==> config.mk <==
export PLATFORM = sky130hd
export DESIGN_NAME = nec_ir_tx
export DESIGN_NICKNAME = d
export VERILOG_FILES = /design/src/rtl/nec_ir_pkg.sv /design/src/rtl/nec_carrier_gen.sv /design/src/rtl/nec_ir_tx.sv
export SDC_FILE = /design/constraint.sdc
export NUM_CORES = 1
export LEC_CHECK = 0
export ABC_AREA = 1
export CAP_MARGIN = 20
export CELL_PAD_IN_SITES_DETAIL_PLACEMENT = 0
export CELL_PAD_IN_SITES_GLOBAL_PLACEMENT = 1
export CORE_ASPECT_RATIO = 0.8
export CORE_MARGIN = 2
export CORE_UTILIZATION = 30
export DETAILED_ROUTE_END_ITERATION = 16
export PLACE_DENSITY_LB_ADDON = 0.1
export SYNTH_ARGS = -nofsm -noshare
export SYNTH_HDL_FRONTEND = slang
export SYNTH_HIERARCHICAL = 1
export SYNTH_SLANG_ARGS = --single-unit
==> constraint.sdc <==
create_clock -name clk_50 -period 7 [get_ports clk_50]
set_clock_uncertainty 0.05 [all_clocks]
set_input_delay 1.4 -clock clk_50 [delete_from_list [all_inputs] [get_ports clk_50]]
set_output_delay 1.4 -clock clk_50 [all_outputs]
set_load 0.02 [all_outputs]
==> src/rtl/nec_ir_pkg.sv <==
// Shared types and constants for the NEC infrared transmitter.
// Optional feature macro: NEC_REPEAT_EN adds the repeat-code states.
package nec_ir_pkg;

   // Width of every unit-count value (largest is the 192-unit frame period)
   localparam int UNITS_W = 8;
   typedef logic [UNITS_W-1:0] units_t;

   // Durations in NEC units
   localparam units_t LEADER_MARK  = 8'd16;
   localparam units_t LEADER_SPACE = 8'd8;
   localparam units_t RPT_SPACE    = 8'd4;
   localparam units_t BIT_MARK     = 8'd1;
   localparam units_t ZERO_SPACE   = 8'd1;
   localparam units_t ONE_SPACE    = 8'd3;
   localparam units_t FRAME_PERIOD = 8'd192;

   // Transmitter states; enum labels carry ST_ so they cannot collide
   // with the same-named duration constants above
   typedef enum logic [3:0] {
      ST_IDLE,
      ST_LEADER,
      ST_LSPACE,
      ST_BIT_MARK,
      ST_BIT_SPACE,
      ST_STOP
`ifdef NEC_REPEAT_EN
      ,
      ST_RPT_GAP,
      ST_RPT_LEADER,
      ST_RPT_SPACE,
      ST_RPT_STOP
`endif
   } state_t;

   // True for states in which the LED envelope is on
   function automatic logic is_mark(input state_t s);
      logic m;
      m = 1'b0;
      case (s)
         ST_LEADER, ST_BIT_MARK, ST_STOP: m = 1'b1;
`ifdef NEC_REPEAT_EN
         ST_RPT_LEADER, ST_RPT_STOP:      m = 1'b1;
`endif
         default:                         m = 1'b0;
      endcase
      return m;
   endfunction

endpackage

==> src/rtl/nec_carrier_gen.sv <==
// Square-wave carrier for the IR LED. restart re-phases the wave so the
// next cycle starts a fresh high half-period.
module nec_carrier_gen #(
   parameter int CARRIER_HALF = 658
) (
   input  logic clk_50,
   input  logic rst_n,
   input  logic restart,
   output logic carrier
);

   localparam int PH_W = (CARRIER_HALF > 1) ? $clog2(CARRIER_HALF) : 1;
   localparam logic [PH_W-1:0] PH_LAST = PH_W'(CARRIER_HALF - 1);

   logic [PH_W-1:0] phase_q, phase_d;
   logic            car_q, car_d;

   // Phase counter wraps every half-period and flips the carrier level
   always_comb begin
      phase_d = phase_q + 1'b1;
      car_d   = car_q;
      if (restart) begin
         phase_d = '0;
         car_d   = 1'b1;
      end else if (phase_q == PH_LAST) begin
         phase_d = '0;
         car_d   = ~car_q;
      end
   end

   // Carrier state registers
   always_ff @(posedge clk_50 or negedge rst_n) begin
      if (!rst_n) begin
         phase_q <= '0;
         car_q   <= 1'b0;
      end else begin
         phase_q <= phase_d;
         car_q   <= car_d;
      end
   end

   assign carrier = car_q;

endmodule

==> src/rtl/nec_ir_tx.sv <==
// NEC infrared frame transmitter: leader, 32 data bits (address, ~address,
// command, ~command, LSB first), stop burst, with a modulated LED output.
// Optional feature macro: NEC_REPEAT_EN adds repeat_hold and repeat codes
// spaced one frame period apart.
module nec_ir_tx
   import nec_ir_pkg::*;
#(
   parameter int UNIT_CYCLES  = 28125,
   parameter int CARRIER_HALF = 658
) (
   input  logic       clk_50,
   input  logic       rst_n,
   input  logic       start,
   input  logic [7:0] address,
   input  logic [7:0] command,
`ifdef NEC_REPEAT_EN
   input  logic       repeat_hold,
`endif
   output logic       busy,
   output logic       done,
   output logic       ir_env,
   output logic       ir_tx
);

   localparam int UC_W = (UNIT_CYCLES > 1) ? $clog2(UNIT_CYCLES) : 1;
   localparam logic [UC_W-1:0] UC_LAST = UC_W'(UNIT_CYCLES - 1);

   state_t          state_q, state_d;
   logic [UC_W-1:0] unit_cnt_q, unit_cnt_d;     // cycles inside current unit
   units_t          units_left_q, units_left_d; // units left after this one
   logic [4:0]      bit_idx_q, bit_idx_d;
   logic [31:0]     data_q, data_d;
   logic            done_q, done_d;

   logic            unit_end;
   logic            state_end;
   logic            load;
   units_t          load_units;
   logic            carrier;
   logic            carrier_restart;

`ifdef NEC_REPEAT_EN
   // Units completed since the most recent leader began; sizes the gap so
   // that consecutive leaders are exactly one frame period apart
   units_t          elapsed_q, elapsed_d;
   units_t          gap_units;
   assign gap_units = FRAME_PERIOD - elapsed_q - units_t'(1);
`endif

   assign unit_end  = (unit_cnt_q == UC_LAST);
   assign state_end = unit_end && (units_left_q == '0);

   // Next-state, duration loading and bit sequencing
   always_comb begin
      state_d      = state_q;
      unit_cnt_d   = unit_cnt_q;
      units_left_d = units_left_q;
      bit_idx_d    = bit_idx_q;
      data_d       = data_q;
      done_d       = 1'b0;
      load         = 1'b0;
      load_units   = '0;
`ifdef NEC_REPEAT_EN
      elapsed_d    = elapsed_q;
`endif

      // Free-running unit timing while a state is active
      if (state_q != ST_IDLE) begin
         if (unit_end) begin
            unit_cnt_d = '0;
            if (!state_end) units_left_d = units_left_q - units_t'(1);
`ifdef NEC_REPEAT_EN
            elapsed_d = elapsed_q + units_t'(1);
`endif
         end else begin
            unit_cnt_d = unit_cnt_q + 1'b1;
         end
      end

      case (state_q)
         ST_IDLE: begin
            if (start) begin
               data_d     = {~command, command, ~address, address};
               state_d    = ST_LEADER;
               load       = 1'b1;
               load_units = LEADER_MARK;
`ifdef NEC_REPEAT_EN
               elapsed_d  = '0;
`endif
            end
         end
         ST_LEADER: begin
            if (state_end) begin
               state_d    = ST_LSPACE;
               load       = 1'b1;
               load_units = LEADER_SPACE;
            end
         end
         ST_LSPACE: begin
            if (state_end) begin
               state_d    = ST_BIT_MARK;
               bit_idx_d  = '0;
               load       = 1'b1;
               load_units = BIT_MARK;
            end
         end
         ST_BIT_MARK: begin
            if (state_end) begin
               state_d    = ST_BIT_SPACE;
               load       = 1'b1;
               load_units = data_q[bit_idx_q] ? ONE_SPACE : ZERO_SPACE;
            end
         end
         ST_BIT_SPACE: begin
            if (state_end) begin
               load       = 1'b1;
               load_units = BIT_MARK;
               if (bit_idx_q == 5'd31) begin
                  state_d   = ST_STOP;
               end else begin
                  state_d   = ST_BIT_MARK;
                  bit_idx_d = bit_idx_q + 5'd1;
               end
            end
         end
         ST_STOP: begin
            if (state_end) begin
               done_d  = 1'b1;
               state_d = ST_IDLE;
`ifdef NEC_REPEAT_EN
               if (repeat_hold) begin
                  state_d    = ST_RPT_GAP;
                  load       = 1'b1;
                  load_units = gap_units;
               end
`endif
            end
         end
`ifdef NEC_REPEAT_EN
         ST_RPT_GAP: begin
            if (state_end) begin
               state_d    = ST_RPT_LEADER;
               load       = 1'b1;
               load_units = LEADER_MARK;
               elapsed_d  = '0;
            end
         end
         ST_RPT_LEADER: begin
            if (state_end) begin
               state_d    = ST_RPT_SPACE;
               load       = 1'b1;
               load_units = RPT_SPACE;
            end
         end
         ST_RPT_SPACE: begin
            if (state_end) begin
               state_d    = ST_RPT_STOP;
               load       = 1'b1;
               load_units = BIT_MARK;
            end
         end
         ST_RPT_STOP: begin
            if (state_end) begin
               done_d  = 1'b1;
               state_d = ST_IDLE;
               if (repeat_hold) begin
                  state_d    = ST_RPT_GAP;
                  load       = 1'b1;
                  load_units = gap_units;
               end
            end
         end
`endif
         default: state_d = ST_IDLE;
      endcase

      // Entering a state restarts unit timing with its full duration
      if (load) begin
         unit_cnt_d   = '0;
         units_left_d = load_units - units_t'(1);
      end
   end

   // Control and datapath registers
   always_ff @(posedge clk_50 or negedge rst_n) begin
      if (!rst_n) begin
         state_q      <= ST_IDLE;
         unit_cnt_q   <= '0;
         units_left_q <= '0;
         bit_idx_q    <= '0;
         data_q       <= '0;
         done_q       <= 1'b0;
      end else begin
         state_q      <= state_d;
         unit_cnt_q   <= unit_cnt_d;
         units_left_q <= units_left_d;
         bit_idx_q    <= bit_idx_d;
         data_q       <= data_d;
         done_q       <= done_d;
      end
   end

`ifdef NEC_REPEAT_EN
   // Frame-period tracking register
   always_ff @(posedge clk_50 or negedge rst_n) begin
      if (!rst_n) elapsed_q <= '0;
      else        elapsed_q <= elapsed_d;
   end
`endif

   // Every new mark starts the carrier on a fresh high half-period
   assign carrier_restart = is_mark(state_d) && (state_d != state_q);

   nec_carrier_gen #(
      .CARRIER_HALF(CARRIER_HALF)
   ) u_carrier (
      .clk_50 (clk_50),
      .rst_n  (rst_n),
      .restart(carrier_restart),
      .carrier(carrier)
   );

   // Envelope follows state directly so reset clears it without a clock
   assign busy   = (state_q != ST_IDLE);
   assign done   = done_q;
   assign ir_env = is_mark(state_q);
   assign ir_tx  = ir_env & carrier;

endmodule

==> reports/metrics.cfg, run 1 <==
[critical_path]
path_class=reg -> out
r2r_start=unit_cnt_q[0]
cpMaxStageDelayCell=clkdlybuf4s50_1
r2r_cells=13
reg2reg_to=u_carrier/phase_q[2]
critPathRequiredTime_ns=5.55
worst-path-max-fanout=5
critPathArrivalTime_ns=2.35
cp_cell_sequence=inv_2 > nand2_2 > nor2_2 > inv_1 > a31oi_1 > and2_1 > clkdlybuf4s50_1
cpLargestDelayFamily=buffers and inverters
setup.reg_to_reg.worst_slack_ns=4.26
cp-end-kind=primary output
crit_path_max_incr_delay_ns=0.60
cp_num_buf_inv=3
start_kind=register

[final_layout]
diodes=0
area_delta_synth_final_pct=16.6
fin_nets=606
drive_gt1_share_pct=10.3

[floorplanning]
ios=23
start_util_pct=31.1
die_w_um=137
design.die.area_mm2=0.0152
die-height_um=111
rows=38
core_mm2=0.0137

[synth]
synth-main-ff-cell=dfrtp_1
ys_ff_latch=76
synthAdderAreaFrac_pct=2.05
synthArstFlopShare_pct=100
yosysSeqAreaShare_pct=44.5
synth-compound-area-share_pct=10.8
syn-cell-area_mm2=0.00427
syn_inst=556
synthTopCellsByArea=dfrtp_1, nand2_1, inv_1
yosys_warnings=6
syn-num-nets=582
synthMuxAreaShare_pct=0
synth-edff-count=0
synth_xor_area_share_pct=1.64
yosysTopAreaCellShare_pct=44.5
synth_top_family_by_area=simple AND/OR/NAND/NOR gates
synth_top_area_cell=dfrtp_1
yosys.cell_types.count=40
avgSynthCellArea_um2=7.68
synthSimpleGateAreaFrac_pct=31.0

[cts]
clockRootBuffer=clkbuf_16
ctsLongestPathBuffers=2
clk-insertion-delay-late_ns=0.34
clk_pin_slew_ns=0.06
cts_resized=0
ctsHtreeMaxLevel=3
cts_tree=done
numCtsBuffers=9
cts_hold_buf=0
postCtsSetupBuffers=0
cts.sinks=76

[drt]
via_per_inst=4.63
drc_errors=0
routed_wl_mm=10.4
drtIter0Drc=270
drtPass1Iterations=4
via_count=3543
avgRoutedWirePerCell_um=13.6
drtAntennaViolNets=0

[sta]
hold_viol_final=0
timing.final.crit_share_pct=54.2
tightestPinTransition_ns=0.778
period_needed_ns=3.80
finalSetupViolCount=0
relSlewSlack_pct=48.1
holdWs_ns=0.439
fin_setup_tns_ns=0
grt_setup_unrepaired=false
clock.fmax_mhz=263
drv_slew=0

[global_route]
track_usage_pct=14.6
grt_pass1_vias=3421
grt_max_degree=50
antenna_found_initial=0
overflow=0
grt_first_pass_wirelength_mm=17.5

[power]
leakagePower_nw=2.31
ir_drop_v=0.000122
power-per-cell-area_mw_per_mm2=265

[placed_design]
placement.io_buffers=22
place_congestion=0.785
post-dp-hpwl_mm=7.42

[hold_path]
min-delay-path-class=reg -> reg
holdPathStages=1
hold_start=data_q[29]
hold_end=data_q[29]

[run_status]
status=finished clean

[run]
drv_cap=0

-- final cells by class --
cell class / instances / area (um2)
Clock buffer: 12 / 246
Timing Repair Buffer: 24 / 233
Clock inverter: 4 / 72.6
Multi-Input combinational cell: 375 / 1950
Inverter: 94 / 355
Sequential cell: 76 / 1900
Fill cell: 1439 / 8760
Tap cell: 180 / 225
-- cell usage after synthesis (all sizes together), types with 2 or more instances --
| cell | count |
|---|---|
| nand3b | 2 |
| xor2 | 6 |
| o22ai | 3 |
| xnor2 | 2 |
| nor4 | 3 |
| nand3 | 43 |
| nor3 | 12 |
| nand4 | 7 |
| o21a | 16 |
| inv | 93 |
| a31oi | 3 |
| o21ai | 32 |
| a21oi | 17 |
| buf | 10 |
| dfrtp | 76 |
| o211ai | 2 |
| nor2 | 75 |
| nand2 | 137 |
| ha | 7 |
-- worst reg2reg max path, stage by stage (launching register included) --
cell and delay (ns):
dfrtp_1 0.38, inv_1 0.11, ha_1 0.18, nand2_1 0.06
inv_1 0.06, nand3b_1 0.11, nor4_2 0.56, inv_1 0.12
nand2_1 0.09, inv_1 0.05, a21oi_1 0.60, nor2_4 0.11
inv_2 0.11, nor2_1 0.04
-- registers in the layout (all words and copies together), names as in the netlist --
register / cells
u_carrier/carrier: 1
state_q: 4
unit_cnt_q: 15
done: 1
units_left_q: 8
bit_idx_q: 5
data_q: 32
u_carrier/phase_q: 10
-- placed cells by master (no fill, tap or decap), types with 6 or more instances in the layout --
master / n
inv_1: 84
nor2_1: 57
clkbuf_16: 9
nand2_2: 7
clkdlybuf4s50_1: 21
ha_1: 7
nand3_1: 39
a21oi_1: 17
nor3_1: 12
nor2_2: 11
nand2_1: 128
nor2_4: 7
o21a_1: 16
xor2_1: 6
nand4_1: 7
o21ai_0: 29
inv_2: 8
dfrtp_1: 76
-- through the flow --
| step | setup WS, ns | util (%) | total power [mW] | cell area [um2] | instances |
|---|---|---|---|---|---|
| after floorplan | 3.95 | - | 0.741 | 4270 | 556 |
| after global placement | 3.54 | 33.9 | 0.814 | 4660 | 749 |
| after detailed placement | 3.48 | 33.9 | 0.817 | 4660 | 749 |
| after CTS | 3.16 | 36.3 | 1.34 | 4980 | 765 |
| after global routing | 3.03 | 36.3 | 1.40 | 4980 | 765 |
| final | 3.20 | 36.3 | 1.32 | 4980 | 765 |
-- power by group --
part / internal, mW / switching [mW] / total [mW] / leakage [nW]
clock: 0.322 / 0.188 / 0.510 / 0.153
sequential: 0.507 / 0.0476 / 0.554 / 0.960
combinational: 0.0991 / 0.155 / 0.254 / 1.20
-- per-layer routing --
metal	share of wire, %	up-vias	global-route usage, %	wire length (um)
met5	0	-	0	0
li1	-	1803	-	-
met3	4.3	10	3.29	443
met1	56	1676	22.9	5800
met4	0.94	0	3.92	98
met2	39	54	19.8	4060
-- cells by family after synthesis --
kind of cell / Yosys count
compound gates: 77
xor+xnor: 8
fa+ha+maj: 7
buf+inv: 105
flops: 76
other cells: 1
simple gates: 282
-- worst max path at each step --
stage	depth (start not counted)	slack, ns	to	start
floorplan	6	3.95	ir_tx	state_q[0]
global route	7	3.03	ir_tx	state_q[1]
global placement	12	3.54	units_left_q[6]	start
detailed placement	12	3.48	units_left_q[6]	start
finish	7	3.20	ir_tx	state_q[0]
CTS	7	3.16	ir_tx	state_q[0]
(Power assumes the default switching activity.)
==> inputs of run 2 (changes only) <==
==> constraint.sdc (replaced) <==
create_clock -name clk_50 -period 3.1 [get_ports clk_50]
set_clock_uncertainty 0.05 [all_clocks]
set_input_delay 0.62 -clock clk_50 [delete_from_list [all_inputs] [get_ports clk_50]]
set_output_delay 0.62 -clock clk_50 [all_outputs]
set_load 0.02 [all_outputs]
==> run 2 against run 1 <==
- power increased by 120%
- global-route usage decreased by 0.23 points
- sequential share of layout area decreased by 0.37 points
- critical path type unchanged
- highest routed layer unchanged
==> reports/metrics.cfg, run 2 (synthesis gave the netlist of run 1 again) <==
[run_status]
status=finished clean

[floorplanning]
core_mm2=0.0137
die-height_um=111
ios=23
rows=38
design.die.area_mm2=0.0152
die_w_um=137
start_util_pct=31.1

[drt]
routed_wl_mm=10.1
drc_errors=0
drtIter0Drc=254
avgRoutedWirePerCell_um=13.2
drtPass1Iterations=4
via_per_inst=4.56
via_count=3503
drtAntennaViolNets=0

[sta]
clock.fmax_mhz=344
hold_viol_final=0
relSlewSlack_pct=51.2
grt_setup_unrepaired=false
finalSetupViolCount=0
holdWs_ns=0.262
fin_setup_tns_ns=0
fin_ws_ns=0.197
timing.final.crit_share_pct=93.6
drv_slew=0
period_needed_ns=2.90
tightestPinTransition_ns=0.731

[placed_design]
dp_slack_ns=0.332
place_area_mm2=0.00470
place_inst=753
placement.io_buffers=22
place_congestion=0.832
post-dp-hpwl_mm=7.38

[power]
p_int_mw=2.06
p_comb_share_pct=19.6
power-per-cell-area_mw_per_mm2=581
power.total_mw=2.92
power_frac_clock_pct=37.5
p_sw_uw=865
ir_drop_v=0.000253
switching_share_pct=29.6
leakagePower_nw=2.34
p_seq_share_pct=42.9

[critical_path]
critPathRequiredTime_ns=2.43
critPathArrivalTime_ns=2.23
cp-end-kind=primary output
path_class=reg -> out
worst-path-max-fanout=5
start_kind=register
setup.reg_to_reg.worst_slack_ns=0.47

[cts]
clockRootBuffer=clkbuf_16
ctsLongestPathBuffers=2
clk_pin_slew_ns=0.06
numCtsBuffers=9
cts_tree=done
cts_hold_buf=0
postCtsSetupBuffers=0
ctsHtreeMaxLevel=3
cts.sinks=76
clk-insertion-delay-late_ns=0.33
cts_resized=0

[final_layout]
final_cell_mix=nand2_1, inv_1, dfrtp_1
fin_util_pct=36.6
fin_nets=610
final_common_cell=nand2_1
largest_register_ffs=32
stdcell_count=768
nFillCells=1469
multiInputGateArea_mm2=0.00196
max_flop_register=data_q
largestRegisters=data_q: 32 flops, unit_cnt_q: 15 flops, u_carrier/phase_q: 10 flops
drive_gt1_share_pct=11.2
seqCellArea_mm2=0.00190
fin_area_mm2=0.00503
diodes=0
area_delta_synth_final_pct=17.8

[run]
drv_cap=0

[global_route]
grt_first_pass_wirelength_mm=17.1
grt_pass1_vias=3308
use_met1_pct=23.3
top_usage_layer=met1
grt_max_degree=77
track_usage_pct=14.4
use_met3_pct=3.29
grt.met2_usage_pct=18.3
overflow=0
antenna_found_initial=0

[hold_path]
min-delay-path-class=in -> async

[run 2: changes by cell type in the layout (fill, tap and decap cells not counted), sizes merged]
cell      change
clkinvlp      -1
inv           +1
bufinv        -1
buf           +4
[run 2: area by class of cell]
cell class | count | area share, %
Inverter | 94 | 7.06
Clock inverter | 3 | 0.871
Timing Repair Buffer | 28 | 5.47
Multi-Input combinational cell | 375 | 39.0
Clock buffer | 12 | 5.30
Sequential cell | 76 | 37.8
Tap cell | 180 | 4.48
[run 2: final timing paths]
check / startpoint / end / cells after the start
worst min register to register: data_q[24] / data_q[24] / 1
worst max-delay path: state_q[0] / ir_tx / 7
max in group asynchronous: rst_n / unit_cnt_q[0] / 2
worst max register to register: unit_cnt_q[0] / units_left_q[6] / 17
min in group clk_50: data_q[24] / data_q[24] / 1
worst min-delay path: rst_n / data_q[15] / 2
[run 2: critical path: stages, from the launching register on]
cell and delay (ns):
dfrtp_1 0.41, inv_2 0.11, nand2_2 0.08, nor2_2 0.19
inv_1 0.16, a31oi_4 0.22, and2_1 0.15, clkdlybuf4s50_1 0.60
[run 2: power groups by stage]
stage / logic [mW] / registers, mW / clock network [mW]
final: 0.572 / 1.25 / 1.10
after global routing: 0.665 / 1.27 / 1.19
after floorplan: 0.435 / 1.24 / 0
after global placement: 0.576 / 1.27 / 0
after CTS: 0.582 / 1.25 / 1.13
after detailed placement: 0.580 / 1.27 / 0
[run 2: metal layers]
metal	routed length, um	part of all wire (%)
met4	98	0.97
met1	5720	57
met2	3900	39
met3	384	3.8
met5	0	0
